==> src/rtl/opti_sos_cascade_ctrl.sv <==
// Sequencer that time-multiplexes one opti_sos_stage across NUM_SECTIONS biquad
// sections, owning the coefficient bank and gain register.
module opti_sos_cascade_ctrl #(
  parameter int unsigned NUM_SECTIONS = 4,
  parameter int unsigned TIMEOUT_CYC  = 64
) (
  input  logic        clk,
  input  logic        rst,
  input  logic        in_valid,
  output logic        in_ready,
  input  logic [15:0] in_data,
  output logic        out_valid,
  input  logic        out_ready,
  output logic [15:0] out_data,
  input  logic        cfg_wr_en,
  input  logic [2:0]  cfg_wr_sec,
  input  logic [2:0]  cfg_wr_sel,
  input  logic [15:0] cfg_wr_data,
  output logic        stg_valid_in,
  output logic [15:0] stg_data_in,
  output logic        stg_is_last,
  output logic [15:0] stg_gain,
  output logic [15:0] stg_b0,
  output logic [15:0] stg_b1,
  output logic [15:0] stg_b2,
  output logic [15:0] stg_a1,
  output logic [15:0] stg_a2,
  input  logic        stg_valid_out,
  input  logic [15:0] stg_data_out,
  output logic        busy,
  output logic [2:0]  sec_idx,
  output logic        err_timeout,
  output logic        err_cfg
);

  typedef enum logic [1:0] {S_IDLE, S_ISSUE, S_WAIT, S_OUTPUT} state_t;

  localparam int unsigned TW       = $clog2(TIMEOUT_CYC + 1);
  localparam logic [2:0]  LAST_SEC = 3'(NUM_SECTIONS - 1);
  localparam logic [15:0] GAIN_ONE = 16'h2000;

  state_t        state_q, state_d;
  logic [15:0]   work_q, work_d;
  logic [15:0]   out_data_q, out_data_d;
  logic [15:0]   gain_q, gain_d;
  logic [2:0]    sec_q, sec_d;
  logic [TW-1:0] tmo_q, tmo_d;
  logic          out_valid_q, out_valid_d;
  logic          svo_prev_q;
  logic          err_timeout_q, err_timeout_d;
  logic          err_cfg_q, err_cfg_d;
  logic [15:0]   coef_q [8][5];
  logic [15:0]   coef_d [8][5];

  logic accept, done, timed_out;

  // Completion is the rising edge of the stage valid, so a held level counts once.
  assign accept    = (state_q == S_IDLE) && in_valid;
  assign done      = stg_valid_out && !svo_prev_q;
  assign timed_out = (tmo_q == TW'(TIMEOUT_CYC - 1));

  always_ff @(posedge clk) begin
    if (rst) begin
      state_q       <= S_IDLE;
      work_q        <= '0;
      out_data_q    <= '0;
      gain_q        <= GAIN_ONE;
      sec_q         <= '0;
      tmo_q         <= '0;
      out_valid_q   <= 1'b0;
      svo_prev_q    <= 1'b0;
      err_timeout_q <= 1'b0;
      err_cfg_q     <= 1'b0;
      coef_q        <= '{default: '0};
    end else begin
      state_q       <= state_d;
      work_q        <= work_d;
      out_data_q    <= out_data_d;
      gain_q        <= gain_d;
      sec_q         <= sec_d;
      tmo_q         <= tmo_d;
      out_valid_q   <= out_valid_d;
      svo_prev_q    <= stg_valid_out;
      err_timeout_q <= err_timeout_d;
      err_cfg_q     <= err_cfg_d;
      coef_q        <= coef_d;
    end
  end

  always_comb begin
    state_d = state_q;
    case (state_q)
      S_IDLE:   if (in_valid) state_d = S_ISSUE;
      S_ISSUE:  state_d = S_WAIT;
      S_WAIT: begin
        if (done)           state_d = (sec_q == LAST_SEC) ? S_OUTPUT : S_ISSUE;
        else if (timed_out) state_d = S_IDLE;
      end
      S_OUTPUT: if (out_ready) state_d = S_IDLE;
      default:  state_d = S_IDLE;
    endcase
  end

  always_comb begin
    work_d        = work_q;
    out_data_d    = out_data_q;
    out_valid_d   = out_valid_q;
    sec_d         = sec_q;
    tmo_d         = tmo_q;
    err_timeout_d = err_timeout_q;
    case (state_q)
      S_IDLE: if (in_valid) begin
        work_d = in_data;
        sec_d  = '0;
      end
      S_ISSUE: tmo_d = '0;
      S_WAIT: begin
        if (done) begin
          work_d = stg_data_out;
          if (sec_q == LAST_SEC) begin
            out_data_d  = stg_data_out;
            out_valid_d = 1'b1;
          end else begin
            sec_d = sec_q + 3'd1;
          end
        end else if (timed_out) begin
          err_timeout_d = 1'b1;
        end else begin
          tmo_d = tmo_q + 1'b1;
        end
      end
      S_OUTPUT: if (out_ready) out_valid_d = 1'b0;
      default: ;
    endcase
  end

  always_comb begin
    gain_d    = gain_q;
    coef_d    = coef_q;
    err_cfg_d = err_cfg_q;
    if (cfg_wr_en) begin
      if ((state_q != S_IDLE) || accept || (cfg_wr_sel >= 3'd6)) begin
        err_cfg_d = 1'b1;
      end else if (cfg_wr_sel == 3'd5) begin
        gain_d = cfg_wr_data;
      end else if (32'(cfg_wr_sec) < NUM_SECTIONS) begin
        coef_d[cfg_wr_sec][cfg_wr_sel] = cfg_wr_data;
      end
    end
  end

  always_comb begin
    in_ready     = (state_q == S_IDLE);
    busy         = (state_q != S_IDLE);
    stg_valid_in = (state_q == S_ISSUE);
  end

  assign out_valid   = out_valid_q;
  assign out_data    = out_data_q;
  assign stg_data_in = work_q;
  assign stg_is_last = (sec_q == LAST_SEC);
  assign stg_gain    = gain_q;
  assign stg_b0      = coef_q[sec_q][0];
  assign stg_b1      = coef_q[sec_q][1];
  assign stg_b2      = coef_q[sec_q][2];
  assign stg_a1      = coef_q[sec_q][3];
  assign stg_a2      = coef_q[sec_q][4];
  assign sec_idx     = sec_q;
  assign err_timeout = err_timeout_q;
  assign err_cfg     = err_cfg_q;

endmodule

==> config.mk <==
export PLATFORM = sky130hd
export DESIGN_NAME = opti_sos_cascade_ctrl
export DESIGN_NICKNAME = d
export VERILOG_FILES = /design/src/rtl/opti_sos_cascade_ctrl.sv
export SDC_FILE = /design/constraint.sdc
export NUM_CORES = 1
export LEC_CHECK = 0
export BUFFER_PORTS_ARGS = -buffer_cell sky130_fd_sc_hd__buf_2
export CORE_MARGIN = 2
export CORE_UTILIZATION = 60
export DETAILED_ROUTE_END_ITERATION = 12
export GPL_ROUTABILITY_DRIVEN = 0
export GPL_TIMING_DRIVEN = 0
export PLACE_DENSITY = 0.85
export SLEW_MARGIN = 25
export SYNTH_ARGS = -nofsm -noshare
export SYNTH_HDL_FRONTEND = slang
export SYNTH_SLANG_ARGS = --single-unit
==> constraint.sdc <==
create_clock -name clk -period 2.4 [get_ports clk]
set_clock_uncertainty 0.05 [all_clocks]
set_input_delay 0.48 -clock clk [delete_from_list [all_inputs] [get_ports clk]]
set_output_delay 0.48 -clock clk [all_outputs]
set_load 0.01 [all_outputs]
==> results of run 1 <==
==> path summary, 6_finish.rpt <==
path | from | to | slack (ps) | depth (start not counted)
max | sec_idx[0] | stg_b1[5] | -560 | 7
min | cfg_wr_data[13] | stg_gain[13] | 60 | 3
max reg2reg | sec_idx[2] | sec_idx[2] | -40 | 7
min reg2reg | out_data[2] | out_data[2] | 400 | 2
==> power by group through the flow <==
stage	Sequential, W	Clock [W]	Combinational, W
after global routing	0.0119	0.0119	0.00233
after CTS	0.0119	0.0113	0.00205
after global placement	0.0122	0	0.00183
after detailed placement	0.0122	0	0.00189
after floorplan	0.0123	0	0.00110
final	0.0119	0.0114	0.00226
==> metal layers <==
metal  track usage [%]  wire, um  share of wire (%)
met3              8.93      9890                 11
met5                 0        75              0.083
met4              21.3      6410                7.1
met1              43.1     32500                 36
met2              54.4     41000                 46
==> cells by family (layout without fill, tap and decap cells) <==
kind of cell / count (synthesis) / after routing / synth area share (%)
AO/OA/AOI/OAI: 59 / 59 / 1.37
adder cells (fa/ha/maj): 7 / 7 / 0.315
buffers and inverters: 217 / 606 / 3.61
flip-flops: 704 / 704 / 50.7
multiplexers: 514 / 514 / 25.7
other: 0 / 1 / 0
AND/OR/NAND/NOR: 1035 / 1035 / 18.3
==> sequential cells by signal, indices dropped and copies added, names as in the netlist <==
| name | cells |
|---|---|
| coef_q | 640 |
| out_data | 16 |
| stg_data_in | 16 |
| stg_gain | 16 |
| tmo_q | 7 |
| sec_idx | 3 |
| state_q | 2 |
| err_cfg | 1 |
| err_timeout | 1 |
| out_valid | 1 |
| svo_prev_q | 1 |
==> stage by stage <==
stage	total power [W]	utilization (%)
detailed placement	0.0141	64.8
global placement	0.0140	64.8
finish	0.0256	74.2
global route	0.0262	74.2
CTS	0.0253	72.3
floorplan	0.0134	-
==> critical path: stages, from the launching register on <==
cell,delay [ps]
dfxtp_4,380
buf_12,150
buf_16,180
buf_12,170
mux4_2,540
nand2_2,130
nand2_4,100
buf_6,140
==> cell type report <==
cell class | count | area share (%)
flip-flops and latches | 704 | 41.7
multi-input cells | 1615 | 38.4
clock buffers | 98 | 6.01
repair buffers | 270 | 5.92
plain buffers | 205 | 4.66
well taps | 600 | 2.22
clock inverters | 23 | 0.955
inverters | 10 | 0.148
diodes | 1 | 0.00740
==> timing repair <==
action / in CTS / in global routing
resized for setup: 217 / 101
pin swaps: 24 / 12
setup endpoints to repair: 201 / 348
buffers inserted: 12 / 52
cloned: 7 / 7
hold endpoints to repair: 0 / 0
==> cell usage in the layout (no fill, tap or decap), types with 9 or more instances in the layout <==
cell	Yosys	final
a211oi_1	18	17
buf_8	1	13
nand2_2	0	61
nand2_4	0	9
clkbuf_2	0	16
clkbuf_16	0	79
nand3_4	13	13
buf_12	1	34
a21oi_1	26	26
clkinv_2	0	12
clkbuf_8	0	12
dfxtp_1	704	702
clkbuf_1	131	123
buf_2	39	177
nor2_1	40	40
buf_4	18	64
nor2b_1	325	325
mux4_2	160	160
buf_6	6	43
mux2i_1	353	353
nand2_1	617	547
==> reports/results.ini, run 1 <==
[outcome]
status=complete, but fails checks
violations=negative setup slack

[synth]
ys_types=50
syn_area_sq_mm=0.0278
syn_nets=2603
syn_inst=2536
netlist_top_cells_area=dfxtp_1 51%, mux4_2 13%, mux2i_1 13%, nand2_1 8.3%, nor2b_1 7.3%
synth_top_area_share_pct=50.7
ys.flop_type=dfxtp_1
synth_seq_cells=704
synth_edf_count=0
yosysWarnings=0
synth_most_common_cell=dfxtp_1
async_flop_share_pct=0
yosys.area.top_type=dfxtp_1
ys_seq_area_share_pct=50.7
avgSynthCellArea_sq_um=11.0
synth_common_cells=704 x dfxtp_1, 617 x nand2_1, 353 x mux2i_1

[floorplan]
die_w_um=219
start_util_pct=61.0
num_rows=78
core-area_sq_mm=0.0456
io_pins=198
dieArea_sq_mm=0.0481
die_h_um=219

[clock_tree]
cts_buffers=70
hold_buffers=0
cts_tree=yes
clk_pin_slew_worst_paths_ps=70
cts_root_buf=clkbuf_16
h-tree-depth=3
worstSkewPairLatency_ps=620
cts.path.max_buffers=3
clock_sinks=704

[detailed_routing]
wl_mm=89.9
firstDrtPassIters=6
final_antenna_net_count=0
wl_per_cell_um=25.5
drt_drc_violations_left=0
viasPerCell=6.20
vias=21862
drtIter0Drc=2531

[pwr]
p_leak_nw=15.0
combPwrFrac_pct=8.8
power.share.clock_pct=44.6
internal_power_w=0.0194
vdd_drop_max_uv=705
power_density_mw_per_mm2=758
power_switching_w=0.00628
p_seq_share_pct=46.6
swShare_pct=24.5

[grt]
grt_max_degree=16
grt_pass1_vias=21755
grt_pass1_wl_mm=126
grt_usage_pct=34.7
grt.overflow.total=0
antenna_found_initial=2

[final_layout]
final_nets=2943
syn2layout_area_growth_pct=21.6
stdcell_count=3526
n_fill_cell=2678
seq_area_sq_mm=0.0141
multi_input_area_sq_mm=0.0130
drive_gt1_share_pct=25.1
final_area_sq_mm=0.0338

[placement]
placed_cell_area_sq_mm=0.0295
dp_hpwl_mm=52.3
place_inst=3329
portBuffers=193
place_ws_ps=-1270

[critical_path]
startpoint_type=flip-flop
arrival_ps=2430
crit_fanout=8
worstSetupPathType=reg2out
critPathCaptureType=output pin
cp.required_ps=1870

[timing]
slew_headroom_pct=11.7
min_period_ps=2960
slew_viol_final=0
worst_pin_slew_ps=1320
setup_ws_ps=-560
layout_worst_path_cycle_share_pct=123
finalSetupTns_ps=-35150
rsz0062_at_grt=true
hold_viol_final=0
whs_ps=59.2
max_freq_mhz=338
setup_viol=84

[hold_path]
hold_path_class=in2reg

[job]
cap_violations=0

Note: power is estimated with default switching activity, not from simulation.
==> inputs of run 2 (changes only) <==
--- a/config.mk
+++ b/config.mk
@@ -7,11 +7,11 @@
 export LEC_CHECK = 0
 export BUFFER_PORTS_ARGS = -buffer_cell sky130_fd_sc_hd__buf_2
 export CORE_MARGIN = 2
-export CORE_UTILIZATION = 60
+export CORE_UTILIZATION = 50
 export DETAILED_ROUTE_END_ITERATION = 12
 export GPL_ROUTABILITY_DRIVEN = 0
 export GPL_TIMING_DRIVEN = 0
-export PLACE_DENSITY = 0.85
+export PLACE_DENSITY = 0.77
 export SLEW_MARGIN = 25
 export SYNTH_ARGS = -nofsm -noshare
 export SYNTH_HDL_FRONTEND = slang
==> constraint.sdc (replaced) <==
create_clock -name clk -period 2.6 [get_ports clk]
set_clock_uncertainty 0.05 [all_clocks]
set_input_delay 0.52 -clock clk [delete_from_list [all_inputs] [get_ports clk]]
set_output_delay 0.52 -clock clk [all_outputs]
set_load 0.01 [all_outputs]
==> reports/results.ini, run 2 (same netlist as run 1, synthesis figures left out) <==
[outcome]
status=complete, but fails checks
violations=negative setup slack

[detailed_routing]
vias=20268
drtIter0Drc=1696
final_antenna_net_count=0
wl_mm=80.2
viasPerCell=5.56
drt_drc_violations_left=0
firstDrtPassIters=6
wl_per_cell_um=22.0

[grt]
antenna_found_initial=2
grt_pass1_vias=20893
use_met3_pct=7.32
grtUsageMet2_pct=43.4
grt_max_degree=16
grt_pass1_wl_mm=121
use_met1_pct=34.8
grt-busiest-layer=met2
grt_usage_pct=27.7
grt.overflow.total=0

[placement]
dp_hpwl_mm=53.1
place_inst=3478
portBuffers=193
placed_cell_area_sq_mm=0.0297

[clock_tree]
worstSkewPairLatency_ps=600
hold_buffers=0
h-tree-depth=3
clk_pin_slew_worst_paths_ps=60
cts.path.max_buffers=3
clock_sinks=704
cts_tree=yes
cts_root_buf=clkbuf_16
cts_buffers=72

[timing]
finalSetupTns_ps=-19270
rsz0062_at_grt=true
hold_viol_final=0
setup_ws_ps=-299
layout_worst_path_cycle_share_pct=112
worst_pin_slew_ps=1150
max_freq_mhz=345
slew_headroom_pct=23.3
setup_viol=80
slew_viol_final=0
min_period_ps=2900

[critical_path]
arrival_ps=2330
cp.required_ps=2030
worstRegToRegCells=9
crit_fanout=8
critPathCaptureType=output pin
r2r_slack_ps=80
worstSetupPathType=reg2out
startpoint_type=flip-flop

[floorplan]
dieArea_sq_mm=0.0575
io_pins=198
core-area_sq_mm=0.0551
start_util_pct=50.5
die_h_um=240
die_w_um=240
num_rows=86

[final_layout]
final_common_cell=dfxtp_1
regMostFlops=coef_q
largest_reg_flops=640
syn2layout_area_growth_pct=19.6
stdcell_count=3643
final_area_sq_mm=0.0333
layout_common_cells=702 x dfxtp_1, 582 x nand2_1, 353 x mux2i_1
final_nets=2904
drive_gt1_share_pct=22.6

[hold_path]
hold_path_class=in2reg
hold_depth=2

[pwr]
power_density_mw_per_mm2=709
vdd_drop_max_uv=461
p_leak_nw=14.7

[job]
cap_violations=0

==> run 2: area by class of cell <==
type	count	area, sq um
fill	4369	21800
sequential	704	14100
multi-input combinational	1615	12800
clock buffer	101	2080
timing repair buffer	227	1550
buffer	207	1380
tap	748	936
clock inverter	29	343
inverter	10	45.0
antenna	2	5.00
==> run 2: what timing repair did <==
item	in CTS	in global routing
resized for setup	129	63
setup endpoints to repair	102	234
pin swaps	10	11
setup buffers	13	10
gates cloned	4	5
==> run 2: worst max-delay path, cell delays in order (launching register included) <==
cell and delay (ps):
dfxtp_2 350, buf_12 180, clkbuf_16 210, buf_6 110, mux4_2 550, nand2_4 130
nand2_4 60, buf_6 120
==> run 2: final timing paths <==
| check | from | endpoint |
|---|---|---|
| min reg2reg | out_data[9] | out_data[9] |
| max reg2reg | state_q[1] | coef_q[542] |
| min | out_ready | out_valid |
| max | sec_idx[0] | stg_b1[15] |
==> run 2: per-stage QoR <==
step	hold slack, ps	power (W)	worst slack [ps]	util, %
floorplan	382	0.0123	267	-
global placement	384	0.0130	-1080	53.9
detailed placement	393	0.0130	-679	54.0
CTS	54.2	0.0236	-307	59.6
global route	77.6	0.0242	-338	60.4
finish	80.4	0.0236	-299	60.4
==> run 2: report_power, final <==
part	internal, W	switching [W]
Sequential	0.0109	0.0000776
Combinational	0.000657	0.00129
Clock	0.00631	0.00431
==> run 2: metal layers <==
metal,vias to the layer above,routed length [um]
li1,9155,-
met5,-,0
met4,0,4790
met2,877,36600
met3,254,7240
met1,9982,31600
